`src/rtl/snn_enc_pkg.sv`:
```
// Shared types and constants for the spike encoder.
// Build macro SPIKE_ENC_DITHER_EN selects a half-scale accumulator preload.
package snn_enc_pkg;

    typedef enum logic [1:0] {
        IDLE = 2'd0,
        RUN  = 2'd1,
        GAP  = 2'd2
    } enc_state_t;

    localparam int MAG_W_DEF = 4;

`ifdef SPIKE_ENC_DITHER_EN
    localparam bit DITHER_EN = 1'b1;
`else
    localparam bit DITHER_EN = 1'b0;
`endif

    // Half-scale preload centres the spikes in the window without changing the count.
    function automatic int acc_preload(input int mag_w);
        return DITHER_EN ? (1 << (mag_w - 1)) : 0;
    endfunction

endpackage

```
`src/rtl/spike_encoder_if.sv`:
```
// Handshake, magnitude and spike bundle between the upstream source and spike_encoder.
// Handshake: a pair transfers on a rising edge where in_valid && in_ready are both high.
interface spike_encoder_if #(parameter int MAG_W = snn_enc_pkg::MAG_W_DEF);
    import snn_enc_pkg::*;

    logic             in_valid;
    logic             in_ready;
    logic [MAG_W-1:0] mag_1;
    logic             sgn_1;
    logic [MAG_W-1:0] mag_2;
    logic             sgn_2;
    logic             d_out_1;
    logic             s_out_1;
    logic             d_out_2;
    logic             s_out_2;
    logic             busy;
    logic             win_done;
    enc_state_t       state_dbg;

    modport master (
        output in_valid, mag_1, sgn_1, mag_2, sgn_2,
        input  in_ready, d_out_1, s_out_1, d_out_2, s_out_2, busy, win_done, state_dbg
    );

    modport slave (
        input  in_valid, mag_1, sgn_1, mag_2, sgn_2,
        output in_ready, d_out_1, s_out_1, d_out_2, s_out_2, busy, win_done, state_dbg
    );

endinterface

```
`src/rtl/spike_enc_lane.sv`:
```
// One rate-coding lane: captured magnitude/sign plus a phase accumulator whose carry is the spike.
module spike_enc_lane
    import snn_enc_pkg::*;
#(
    parameter int MAG_W = MAG_W_DEF
) (
    input  logic             clk,
    input  logic             rst_n,
    input  logic             capture,
    input  logic             step,
    input  logic [MAG_W-1:0] mag,
    input  logic             sgn,
    output logic             d_out,
    output logic             s_out
);

    localparam logic [MAG_W-1:0] PRELOAD = MAG_W'(acc_preload(MAG_W));

    logic [MAG_W-1:0] mag_q;
    logic [MAG_W-1:0] acc_q;
    logic             sgn_q;
    logic [MAG_W:0]   sum;

    assign sum = {1'b0, acc_q} + {1'b0, mag_q};

    always_ff @(posedge clk or negedge rst_n) begin
        if (!rst_n) begin
            mag_q <= '0;
            sgn_q <= 1'b0;
            acc_q <= '0;
            d_out <= 1'b0;
            s_out <= 1'b0;
        end else if (capture) begin
            mag_q <= mag;
            sgn_q <= sgn;
            acc_q <= PRELOAD;
            d_out <= 1'b0;
            s_out <= 1'b0;
        end else if (step) begin
            // WIN steps of +mag wrap the accumulator exactly mag times.
            acc_q <= sum[MAG_W-1:0];
            d_out <= sum[MAG_W];
            s_out <= sum[MAG_W] & sgn_q;
        end else begin
            d_out <= 1'b0;
            s_out <= 1'b0;
        end
    end

endmodule

```
`src/rtl/spike_encoder.sv`:
```
// Two-lane rate-coded spike encoder: IDLE -> RUN (2^MAG_W steps) -> GAP (GAP_CYC cycles) -> IDLE.
// Build macro SPIKE_ENC_DITHER_EN enables the half-scale accumulator preload in both lanes.
module spike_encoder
    import snn_enc_pkg::*;
#(
    parameter int MAG_W   = MAG_W_DEF,
    parameter int GAP_CYC = 4
) (
    input logic             clk,
    input logic             rst_n,
    spike_encoder_if.slave  bus
);

    localparam logic [MAG_W-1:0] T_LAST = {MAG_W{1'b1}};
    localparam logic [7:0]       G_LAST = 8'((GAP_CYC > 0) ? (GAP_CYC - 1) : 0);

    enc_state_t       state_q, state_d;
    logic [MAG_W-1:0] t_q;
    logic [7:0]       g_q;
    logic             capture, step, last_run;
    logic             ready_q, busy_q, win_done_q;
    logic             d1, s1, d2, s2;

    always_ff @(posedge clk or negedge rst_n) begin
        if (!rst_n) state_q <= IDLE;
        else        state_q <= state_d;
    end

    always_comb begin
        state_d  = state_q;
        capture  = 1'b0;
        step     = 1'b0;
        last_run = 1'b0;
        case (state_q)
            IDLE: begin
                if (bus.in_valid && ready_q) begin
                    capture = 1'b1;
                    state_d = RUN;
                end
            end
            RUN: begin
                step = 1'b1;
                if (t_q == T_LAST) begin
                    last_run = 1'b1;
                    state_d  = (GAP_CYC == 0) ? IDLE : GAP;
                end
            end
            GAP: begin
                if (g_q == G_LAST) state_d = IDLE;
            end
            default: state_d = IDLE;
        endcase
    end

    // Flag outputs are registered from the next state so they line up with state_q.
    always_ff @(posedge clk or negedge rst_n) begin
        if (!rst_n) begin
            t_q        <= '0;
            g_q        <= '0;
            ready_q    <= 1'b1;
            busy_q     <= 1'b0;
            win_done_q <= 1'b0;
        end else begin
            if (capture)   t_q <= '0;
            else if (step) t_q <= t_q + 1'b1;
            g_q        <= (state_q == GAP) ? g_q + 8'd1 : 8'd0;
            ready_q    <= (state_d == IDLE);
            busy_q     <= (state_d != IDLE);
            win_done_q <= last_run;
        end
    end

    spike_enc_lane #(.MAG_W(MAG_W)) u_lane_1 (
        .clk(clk), .rst_n(rst_n), .capture(capture), .step(step),
        .mag(bus.mag_1), .sgn(bus.sgn_1), .d_out(d1), .s_out(s1)
    );

    spike_enc_lane #(.MAG_W(MAG_W)) u_lane_2 (
        .clk(clk), .rst_n(rst_n), .capture(capture), .step(step),
        .mag(bus.mag_2), .sgn(bus.sgn_2), .d_out(d2), .s_out(s2)
    );

    assign bus.in_ready  = ready_q;
    assign bus.busy      = busy_q;
    assign bus.win_done  = win_done_q;
    assign bus.state_dbg = state_q;
    assign bus.d_out_1   = d1;
    assign bus.s_out_1   = s1;
    assign bus.d_out_2   = d2;
    assign bus.s_out_2   = s2;

endmodule

```
`src/flat_wrapper.sv`:
```
// flat-port wrapper written by rule: the top's interface ports become plain ports
module spike_encoder_flat import snn_enc_pkg::*;
#(
    parameter int MAG_W   = MAG_W_DEF,
    parameter int GAP_CYC = 4
)
  (clk, rst_n, bus_in_valid, bus_mag_1, bus_sgn_1, bus_mag_2, bus_sgn_2, bus_in_ready, bus_d_out_1, bus_s_out_1, bus_d_out_2, bus_s_out_2, bus_busy, bus_win_done, bus_state_dbg);
  spike_encoder_if #(.MAG_W(MAG_W)) bus_i ();
  input logic clk;
  input logic rst_n;
  input wire logic [$bits(bus_i.in_valid)-1:0] bus_in_valid;
  input wire logic [$bits(bus_i.mag_1)-1:0] bus_mag_1;
  input wire logic [$bits(bus_i.sgn_1)-1:0] bus_sgn_1;
  input wire logic [$bits(bus_i.mag_2)-1:0] bus_mag_2;
  input wire logic [$bits(bus_i.sgn_2)-1:0] bus_sgn_2;
  output wire logic [$bits(bus_i.in_ready)-1:0] bus_in_ready;
  output wire logic [$bits(bus_i.d_out_1)-1:0] bus_d_out_1;
  output wire logic [$bits(bus_i.s_out_1)-1:0] bus_s_out_1;
  output wire logic [$bits(bus_i.d_out_2)-1:0] bus_d_out_2;
  output wire logic [$bits(bus_i.s_out_2)-1:0] bus_s_out_2;
  output wire logic [$bits(bus_i.busy)-1:0] bus_busy;
  output wire logic [$bits(bus_i.win_done)-1:0] bus_win_done;
  output wire logic [$bits(bus_i.state_dbg)-1:0] bus_state_dbg;
  assign bus_i.in_valid = bus_in_valid;
  assign bus_i.mag_1 = bus_mag_1;
  assign bus_i.sgn_1 = bus_sgn_1;
  assign bus_i.mag_2 = bus_mag_2;
  assign bus_i.sgn_2 = bus_sgn_2;
  assign bus_in_ready = bus_i.in_ready;
  assign bus_d_out_1 = bus_i.d_out_1;
  assign bus_s_out_1 = bus_i.s_out_1;
  assign bus_d_out_2 = bus_i.d_out_2;
  assign bus_s_out_2 = bus_i.s_out_2;
  assign bus_busy = bus_i.busy;
  assign bus_win_done = bus_i.win_done;
  assign bus_state_dbg = bus_i.state_dbg;
  spike_encoder #(.MAG_W(MAG_W), .GAP_CYC(GAP_CYC)) u_core (.clk(clk), .rst_n(rst_n), .bus(bus_i));
endmodule
```
`config.mk`:
```
export PLATFORM = sky130hd
export DESIGN_NAME = spike_encoder_flat
export DESIGN_NICKNAME = d
export VERILOG_FILES = /design/src/rtl/snn_enc_pkg.sv /design/src/rtl/spike_encoder_if.sv /design/src/rtl/spike_enc_lane.sv /design/src/rtl/spike_encoder.sv /design/src/flat_wrapper.sv
export SDC_FILE = /design/constraint.sdc
export NUM_CORES = 1
export LEC_CHECK = 0
export CAP_MARGIN = 20
export CORE_UTILIZATION = 54
export CTS_CLUSTER_SIZE = 28
export DETAILED_ROUTE_END_ITERATION = 6
export PLACE_DENSITY = 0.78
export REMOVE_ABC_BUFFERS = 1
export SLEW_MARGIN = 20
export SYNTH_ARGS = -nofsm -noshare
export SYNTH_HDL_FRONTEND = slang
export SYNTH_SLANG_ARGS = --single-unit
```
`constraint.sdc`:
```
create_clock -name clk -period 2.2 [get_ports clk]
set_clock_uncertainty 0.2 [all_clocks]
set_input_delay 0.44 -clock clk [delete_from_list [all_inputs] [get_ports clk]]
set_output_delay 0.44 -clock clk [all_outputs]
set_load 0.02 [all_outputs]
```
=== Word-level counts from Yosys, hierarchy flattened ===
Cells that the tools add are included.
Widths: inputs -> output; s select.

* Output and inout bits: 9
* Input bits: 13
* Logic and storage cells: 55
* Register bits after elaboration: 39

* Reduce and logical (&&, ||, !) cells: 5
* Bitwise logic cells: 2
* Multiplexer cells: 24
* Add/subtract/negate cells: 4
* Eq/ne operators: 4

{| class="wikitable"
|+ Operators by type and width
! kind !! count
|-
| $mux 4 || 6
|-
| $mux 1 || 13
|-
| $add 4x4->5 || 2
|-
| $add 8x1->8 const B || 1
|-
| $eq 8x2->1 const B || 1
|-
| $mux 8 || 1
|-
| $mux 2 || 3
|-
| $pmux 2 s3 || 1
|-
| $add 4x1->4 const B || 1
|-
| $eq 4x4->1 const B || 1
|-
| $logic_not 2->1 || 2
|-
| $reduce_bool 2->1 || 2
|-
| $and 1x1->1 || 2
|-
| $eq 2x1->1 const B || 1
|-
| $eq 2x2->1 const B || 1
|-
| $logic_and 1x1->1 || 1
|}

=== Depth between registers and ports, before layout ===
Gate-level depths: netlist of run 1.

* Word-level depth: 4
* Gate-level depth with buffers: 5

=== Modules after synthesis ===
From an unflattened synthesis of run 1, not the netlist that was laid out.

* Cells, all modules: 167
* Area total of the unflattened synthesis: 1880.6 sq um

{| class="wikitable"
|+ Modules (own cells, without submodules)
! module !! instances !! cells each !! area an instance (sq um) !! seq. area each (sq um)
|-
| spike_enc_lane || 2 || 49 || 564.3 || 275.3
|-
| spike_encoder || 1 || 69 || 752.0 || 426.7
|}

=== Worst setup path after synthesis of run 1 ===
Ideal clock, no wire load.

* Path type: reg-to-reg
* Start: register u_core.g_q[0]
* End: register u_core.state_q[1] (netlist: u_core.bus.state_dbg[1])
* Clock period less this slack: 1.733 ns
* Stages on the path, launching flop included: 5
* Data arrival time: 1.390 ns
* Required time: 1.857 ns
* Buffers on the path: 0
* Slack: 0.467 ns
* Path through: dfrtp_1 ha_1 or4b_1 o41ai_2 o21ai_0

* Cells in the longest elaborated chain, start to end: 3

{| class="wikitable"
|+ Ends and longest elaborated chain
! item !! line !! RTL
|-
| start: declaration || spike_encoder.sv:19 || <nowiki>logic [7:0] g_q;</nowiki>
|-
| start signal: assignment || spike_encoder.sv:66 || <nowiki>g_q <= (state_q == GAP) ? g_q + 8'd1 : 8'd0;</nowiki>
|-
| $eq 8x2->1 || spike_encoder.sv:49 || <nowiki>if (g_q == G_LAST) state_d = IDLE;</nowiki>
|-
| $mux 2 || spike_encoder.sv:49 ||
|-
| $pmux 2 s3 || spike_encoder.sv:34 || <nowiki>case (state_q)</nowiki>
|-
| via u_core.state_d[1] || spike_encoder.sv:17 || <nowiki>enc_state_t state_q, state_d;</nowiki>
|-
| end signal: assignment || spike_encoder.sv:26 || <nowiki>else state_q <= state_d;</nowiki>
|-
| end: declaration || spike_encoder.sv:17 ||
|}

The timed path passes the listed nets, and every way through them passes these cells.
A chain may end at the register's enable or synchronous reset.

=== Final worst setup path of run 1 ===
* Start: register u_core.ready_q (netlist: u_core.bus.in_ready)
* End: output bus_in_ready

{| class="wikitable"
|+ RTL lines
! item !! line !! RTL
|-
| start: declaration || spike_encoder.sv:21 || <nowiki>logic ready_q, busy_q, win_done_q;</nowiki>
|-
| start signal: assignment || spike_encoder.sv:67 || <nowiki>ready_q <= (state_d == IDLE);</nowiki>
|-
| end: declaration || flat_wrapper.sv:16 || <nowiki>output wire logic [$bits(bus_i.in_ready)-1:0] bus_in_ready;</nowiki>
|}

No word-level cell between the ends.

==> results.sh, run 1 <==
export IMPL_worst_endpoint_required_ps=1560
export IMPL_final_max_slew_viol_count=0
export IMPL_cts_max_path_buffers=2
export IMPL_route_detailed_wl_per_inst_um=14.4
export IMPL_viasPerCell=5.55
export IMPL_placed_cells_incl_taps=239
export IMPL_total_number_of_clock_tree_sinks=39
export IMPL_post_route_drc_count=0
export IMPL_setup_worst_path_class="flip-flop to output port"
export IMPL_globalRouteOverflowTotal=0
export IMPL_place_gp_congestion=0.837
export IMPL_htree_levels=2
export IMPL_numPortBuffers=21
export IMPL_clock_latency_ps=350
export IMPL_timing_max_slew_rel_slack=0.677
export IMPL_critical_path_cell_chain="clkdlybuf4s50_1"
export IMPL_final_antenna_net_count=0
export IMPL_overall_power_mw=2.74
export IMPL_non_filler_instance_count_after_layout=248
export IMPL_type_of_destination_of_the_critical_path="output port"
export IMPL_critPathTopFamily="buffers and inverters"
export IMPL_layout_min_cycle_time_ps=2140
export IMPL_grt_max_degree=40
export IMPL_grt_setup_unrepaired="no"
export IMPL_cp_slowest_stage_delay_ps=600
export IMPL_via_count=1377
export IMPL_grt_pass1_wl_um=6100
export IMPL_n_antenna_cell=0
export IMPL_ctsRootBufferMaster="sky130_fd_sc_hd__clkbuf_4"
export IMPL_critical_path_slowest_cell="sky130_fd_sc_hd__clkdlybuf4s50_1"
export IMPL_vdd_ir_drop_max_mv=0.710
export IMPL_post_dp_cell_area_um2=2060
export IMPL_outcome="finished clean"
export IMPL_maxClockFrequency_ghz=0.467
export IMPL_tritoncts_clock_tree="yes"
export IMPL_tritoncts_num_buffers=5
export IMPL_clkSlewWorstSetupHoldPaths_ps=110
export IMPL_fin_worst_hold_slack_ps=283
export IMPL_finalSetupViolations=0
export IMPL_worstPathMaxFanout=3
export IMPL_reg2reg_setup_slack_ps=310
export IMPL_type_of_the_tightest_min_delay_check="flip-flop to flip-flop"
export IMPL_dp_hpwl_um=2550
export IMPL_ratio_of_cells_with_drive_above_1_in_the_final_layout=0.0833
export IMPL_drtPass1Iterations=4
export IMPL_grt_antenna_before_repair=0
export IMPL_initial_core_utilization=0.575
export IMPL_final_core_utilization=0.690
export IMPL_drt_iter0_drc=57
export IMPL_worstMarginPinSlew_ps=485
export IMPL_leakage_nw=1.01
export IMPL_floorplan_io_pins=22
export IMPL_synthesis_area_um2=1790
export IMPL_wl_um=3570
export IMPL_dieWidth_um=59.5
export IMPL_post_synthesis_to_final_layout_area_growth_pct=20.0
export IMPL_cp_buffers_inverters=1
export IMPL_nNetsFinal=228
export IMPL_synth_seq_area_share=0.547
export IMPL_grt_use_total=0.239
export IMPL_timing_critical_path_from_type="flip-flop"
export IMPL_timing_final_hold_violations=0
export IMPL_timing_critical_path_arrival_ps=1500
export IMPL_post_synth_num_cell_types=27
export IMPL_die_h_um=59.5
export IMPL_dieArea_um2=3540
export IMPL_yosys_register_bits=39
export IMPL_num_rows=20
export IMPL_mean_cell_area_of_the_mapped_netlist_um2=10.1
export IMPL_grt_pass1_vias=1426
export IMPL_core_area_um2=3100
export IMPL_finish_instance_area_um2=2140
export IMPL_synth_warning_count=0
export IMPL_power_density_nw_per_um2=1280
export IMPL_timing_final_crit_share=0.973
export IMPL_max_cap_violations=0
export IMPL_synthesis_instances=176
==> final cells by class <==
| cell class | instances | area, um^2 |
|---|---|---|
| fillers | 273 | 961 |
| multi-input cells | 130 | 788 |
| clock buffers | 8 | 68.8 |
| repair buffers | 27 | 253 |
| flip-flops and latches | 39 | 977 |
| well taps | 44 | 55.1 |
==> per-stage QoR <==
stage | setup TNS (ps) | setup WS (ps)
2_1_floorplan | -51.0 | -51.0
3_3_place_gp | 0 | 383
3_5_place_dp | 0 | 321
4_1_cts | 0 | 34.6
5_1_grt | 0 | 18.9
6_report | 0 | 59.5
==> final timing paths <==
kind,end,cells after the start,startpoint
max in group asynchronous,u_core.bus.in_ready,3,rst_n
worst max register to register,u_core.bus.state_dbg[1],4,u_core.g_q[0]
worst min register to register,u_core.u_lane_2.sgn_q,2,u_core.u_lane_2.sgn_q
worst max-delay path,bus_in_ready,1,u_core.bus.in_ready
worst min-delay path,u_core.u_lane_2.sgn_q,2,u_core.u_lane_2.sgn_q
min in group asynchronous,u_core.g_q[6],3,rst_n
==> cell usage in the layout, fill, tap and decap left out, types with 2 or more instances in the layout <==
cell type / n
sky130_fd_sc_hd__a211o_1: 2
sky130_fd_sc_hd__xnor2_1: 3
sky130_fd_sc_hd__nand2_1: 45
sky130_fd_sc_hd__o21ai_0: 8
sky130_fd_sc_hd__nor3b_1: 2
sky130_fd_sc_hd__a21o_1: 2
sky130_fd_sc_hd__fa_1: 2
sky130_fd_sc_hd__clkbuf_8: 2
sky130_fd_sc_hd__nor2_1: 7
sky130_fd_sc_hd__a21oi_1: 8
sky130_fd_sc_hd__nand4_1: 3
sky130_fd_sc_hd__clkdlybuf4s50_1: 20
sky130_fd_sc_hd__or3_1: 4
sky130_fd_sc_hd__dfrtp_1: 38
sky130_fd_sc_hd__xor2_1: 2
sky130_fd_sc_hd__buf_4: 5
sky130_fd_sc_hd__nand2b_1: 2
sky130_fd_sc_hd__clkbuf_4: 5
sky130_fd_sc_hd__nand3_1: 20
sky130_fd_sc_hd__ha_1: 10
sky130_fd_sc_hd__nor2b_1: 2
==> where the power goes <==
| group | switching (mW) | internal (mW) | total (mW) |
|---|---|---|---|
| logic | 0.644 | 0.528 | 1.17 |
| clock network | 0.222 | 0.188 | 0.410 |
| registers | 0.182 | 0.978 | 1.16 |
| total | 1.05 | 1.69 | 2.74 |
==> cells in the mapped netlist <==
library cell / instances / area [um^2]
sky130_fd_sc_hd__or4b_1: 1 / 10.0
sky130_fd_sc_hd__nand3_1: 20 / 100
sky130_fd_sc_hd__or3_1: 4 / 25.0
sky130_fd_sc_hd__dfstp_2: 1 / 26.3
sky130_fd_sc_hd__clkbuf_1: 7 / 26.3
sky130_fd_sc_hd__nand4_1: 3 / 18.8
sky130_fd_sc_hd__mux2i_1: 1 / 10.0
sky130_fd_sc_hd__a21o_1: 2 / 15.0
sky130_fd_sc_hd__xor2_1: 2 / 17.5
sky130_fd_sc_hd__o21ai_0: 8 / 40.0
sky130_fd_sc_hd__nor4bb_1: 1 / 10.0
sky130_fd_sc_hd__nand2b_1: 2 / 12.5
sky130_fd_sc_hd__and2_1: 1 / 6.26
sky130_fd_sc_hd__nor2_1: 7 / 26.3
sky130_fd_sc_hd__nand4bb_1: 1 / 11.3
sky130_fd_sc_hd__o41ai_2: 1 / 16.3
sky130_fd_sc_hd__nor3b_1: 2 / 15.0
sky130_fd_sc_hd__a21oi_1: 8 / 40.0
sky130_fd_sc_hd__nand2_1: 45 / 169
sky130_fd_sc_hd__nor2b_1: 2 / 12.5
sky130_fd_sc_hd__ha_1: 10 / 125
sky130_fd_sc_hd__and3_1: 1 / 6.26
sky130_fd_sc_hd__xnor2_1: 3 / 26.3
sky130_fd_sc_hd__fa_1: 2 / 40.0
sky130_fd_sc_hd__dfrtp_1: 38 / 951
sky130_fd_sc_hd__a211o_1: 2 / 17.5
sky130_fd_sc_hd__mux2_2: 1 / 11.3
==> kinds of logic (layout without fill, tap and decap cells) <==
group                    count (synthesis)  after routing  share of synthesized area
adder cells (fa/ha/maj)                 12             12                     0.0925
XOR/XNOR                                 5              5                     0.0245
flip-flops                              39             39                      0.547
multiplexers                             2              2                     0.0119
buffers and inverters                    7             35                     0.0147
AND/OR/NAND/NOR                         90             90                      0.237
AO/OA/AOI/OAI                           21             21                     0.0722
==> metal layers <==
metal / vias to the layer above / track usage / part of all wire
met4: 0 / 0.103 / 0.015
met3: 7 / 0.0590 / 0.035
met2: 25 / 0.451 / 0.53
li1: 658 / - / -
met5: - / 0 / 0
met1: 687 / 0.249 / 0.42
==> flip-flops by register name (all words and copies together), names as in the netlist, 2 cells and up <==
| signal | count |
|---|---|
| u_core.u_lane_2.mag_q | 4 |
| u_core.u_lane_1.acc_q | 4 |
| u_core.u_lane_2.acc_q | 4 |
| u_core.u_lane_1.mag_q | 4 |
| u_core.bus.state_dbg | 2 |
| u_core.t_q | 4 |
| u_core.g_q | 8 |
==> repair_timing <==
| item | in CTS | in global routing |
|---|---|---|
| endpoints found under the hold margin | 38 | 0 |
| gates resized for setup | 0 | 0 |
| hold buffers | 1 | 0 |
| buffers inserted | 0 | 0 |
No activity file was read; power rests on OpenSTA's default activity.
==> run 2: changes to the inputs <==
CORE_UTILIZATION = 50   (was 54)
PLACE_DENSITY = 0.73   (was 0.78)
==> run 2 against run 1 <==
Effect of this change:
- final area up 0.58%
- largest cell class unchanged
- register-to-register slack worse by 40 ps
- critical path type unchanged
- sequential share of layout area down 0.27 points
- non-clock buffer count up 1
- sequential power about the same
- total power up 0.38%
- clock power up 2%
- die area up 7.7%
- wire length up 0.76%
==> results.sh, run 2 (synthesized netlist as in run 1, its figures left out) <==
export IMPL_timing_critical_path_arrival_ps=1500
export IMPL_comb_power_share=0.425
export IMPL_critPathTopFamily="buffers and inverters"
export IMPL_cp_buffers_inverters=1
export IMPL_wl_um=3590
export IMPL_max_cap_violations=0
export IMPL_grtUsageMet2=0.350
export IMPL_worst_endpoint_required_ps=1560
export IMPL_via_count=1380
export IMPL_grt_util_met3=0.0435
export IMPL_leakage_nw=1.03
export IMPL_finish_instance_area_um2=2150
export IMPL_floorplan_io_pins=22
export IMPL_dieArea_um2=3810
export IMPL_grt_pass1_wl_um=5930
export IMPL_drt_iter0_drc=139
export IMPL_timing_final_crit_share=0.972
export IMPL_final_core_utilization=0.636
export IMPL_worstMarginPinSlew_ps=490
export IMPL_grt_use_total=0.216
export IMPL_power_switching_mw=1.05
export IMPL_type_of_the_tightest_min_delay_check="flip-flop to flip-flop"
export IMPL_mostFrequentLayoutCell="sky130_fd_sc_hd__nand2_1"
export IMPL_route_detailed_wl_per_inst_um=14.3
export IMPL_initial_core_utilization=0.527
export IMPL_reg2reg_setup_slack_ps=270
export IMPL_vdd_ir_drop_max_mv=0.756
export IMPL_maxClockFrequency_ghz=0.468
export IMPL_tritoncts_num_buffers=5
export IMPL_core_area_um2=3390
export IMPL_timing_critical_path_from_type="flip-flop"
export IMPL_ctsRootBufferMaster="sky130_fd_sc_hd__clkbuf_4"
export IMPL_layout_min_cycle_time_ps=2140
export IMPL_die_h_um=61.8
export IMPL_non_filler_instance_count_after_layout=251
export IMPL_dieWidth_um=61.8
export IMPL_post_route_drc_count=0
export IMPL_largest_register_ffs=8
export IMPL_netSwitchingFraction=0.381
export IMPL_grt_max_degree=40
export IMPL_num_rows=21
export IMPL_worstPathMaxFanout=3
export IMPL_cts_post_setup_buffers_inserted=0
export IMPL_numPortBuffers=21
export IMPL_fin_setup_tns_ps=0
export IMPL_seq_power_share=0.423
export IMPL_internal_power_mw=1.71
export IMPL_biggest_register="u_core.g_q"
export IMPL_dp_hpwl_um=2420
export IMPL_viasPerCell=5.50
export IMPL_finalSetupViolations=0
export IMPL_final_antenna_net_count=0
export IMPL_grt_setup_unrepaired="no"
export IMPL_timing_final_hold_violations=0
export IMPL_m1_gr_usage=0.274
export IMPL_tritoncts_clock_tree="yes"
export IMPL_clkSlewWorstSetupHoldPaths_ps=110
export IMPL_post_synthesis_to_final_layout_area_growth_pct=20.7
export IMPL_htree_levels=2
export IMPL_nNetsFinal=229
export IMPL_timing_max_slew_rel_slack=0.673
export IMPL_global_route_peak_usage_layer="met2"
export IMPL_mostFrequentLayoutCells="45 x sky130_fd_sc_hd__nand2_1, 38 x sky130_fd_sc_hd__dfrtp_1, 20 x sky130_fd_sc_hd__nand3_1"
export IMPL_n_antenna_cell=0
export IMPL_cts_max_path_buffers=2
export IMPL_power_density_nw_per_um2=1280
export IMPL_grt_antenna_before_repair=0
export IMPL_critical_path_slowest_cell="sky130_fd_sc_hd__clkdlybuf4s50_1"
export IMPL_ratio_of_cells_with_drive_above_1_in_the_final_layout=0.0878
export IMPL_fin_worst_hold_slack_ps=296
export IMPL_clock_latency_ps=350
export IMPL_cp_slowest_stage_delay_ps=590
export IMPL_total_number_of_clock_tree_sinks=39
export IMPL_critical_path_cell_chain="clkdlybuf4s50_1"
export IMPL_relative_contribution_of_the_clock_network_to_total_power=0.152
export IMPL_drtPass1Iterations=4
export IMPL_post_dp_cell_area_um2=2070
export IMPL_place_gp_congestion=0.821
export IMPL_setup_worst_path_class="flip-flop to output port"
export IMPL_placed_cells_incl_taps=242
export IMPL_outcome="finished clean"
export IMPL_globalRouteOverflowTotal=0
export IMPL_final_max_slew_viol_count=0
export IMPL_grt_pass1_vias=1289
export IMPL_type_of_destination_of_the_critical_path="output port"
run 2: per-stage QoR:
| stage | total power, mW | setup slack (ps) |
|---|---|---|
| floorplan | 1.92 | -51.0 |
| global route | 2.98 | 7.70 |
| detailed placement | 2.34 | 284 |
| global placement | 2.25 | 380 |
| finish | 2.75 | 62.3 |
| CTS | 2.76 | 48.4 |
run 2: layer usage:
layer,wire length (um),share of wire
met1,1660,0.46
met2,1780,0.50
met3,84,0.023
met4,68,0.019
met5,0,0
run 2: worst paths after layout:
kind	to	depth (start not counted)	from
setup reg to reg	u_core.bus.state_dbg[1]	4	u_core.g_q[0]
setup / recovery	bus_in_ready	1	u_core.bus.in_ready
hold / removal	u_core.u_lane_2.mag_q[2]	2	u_core.u_lane_2.mag_q[2]
max in group asynchronous	u_core.bus.in_ready	3	rst_n
hold reg to reg	u_core.u_lane_2.mag_q[2]	2	u_core.u_lane_2.mag_q[2]
min in group asynchronous	u_core.g_q[3]	3	rst_n
run 2: repair_timing:
action / CTS / global route
endpoints found under the setup margin: 0 / 1
hold buffers: 1 / 0
endpoints found under the hold margin: 38 / 0
gates resized for setup: 0 / 1
run 2: area by class of cell:
type | count | area [um^2]
fillers | 270 | 1230
flip-flops and latches | 39 | 977
multi-input cells | 130 | 788
repair buffers | 28 | 263
clock buffers | 8 | 68.8
well taps | 46 | 57.6
run 2: power groups by stage:
stage                     Clock, mW  Sequential [mW]  Combinational (mW)
final                         0.418             1.16                1.17
after floorplan                   0             1.19               0.732
after global routing          0.455             1.19                1.34
after CTS                     0.428             1.16                1.18
after global placement            0             1.16                1.10
after detailed placement          0             1.17                1.17
run 2: worst register-to-register path, cell delays in order (launching register included):
cell and delay, ps:
sky130_fd_sc_hd__dfrtp_1 420, sky130_fd_sc_hd__ha_1 240, sky130_fd_sc_hd__or4b_1 470, sky130_fd_sc_hd__o41ai_2 330
sky130_fd_sc_hd__o21ai_0 140
==> run 3: changes to the inputs <==
SLEW_MARGIN = 10   (was 20)
==> results of run 3 <==
Same layout as run 2: the final DEF is identical, and so are final timing and power.
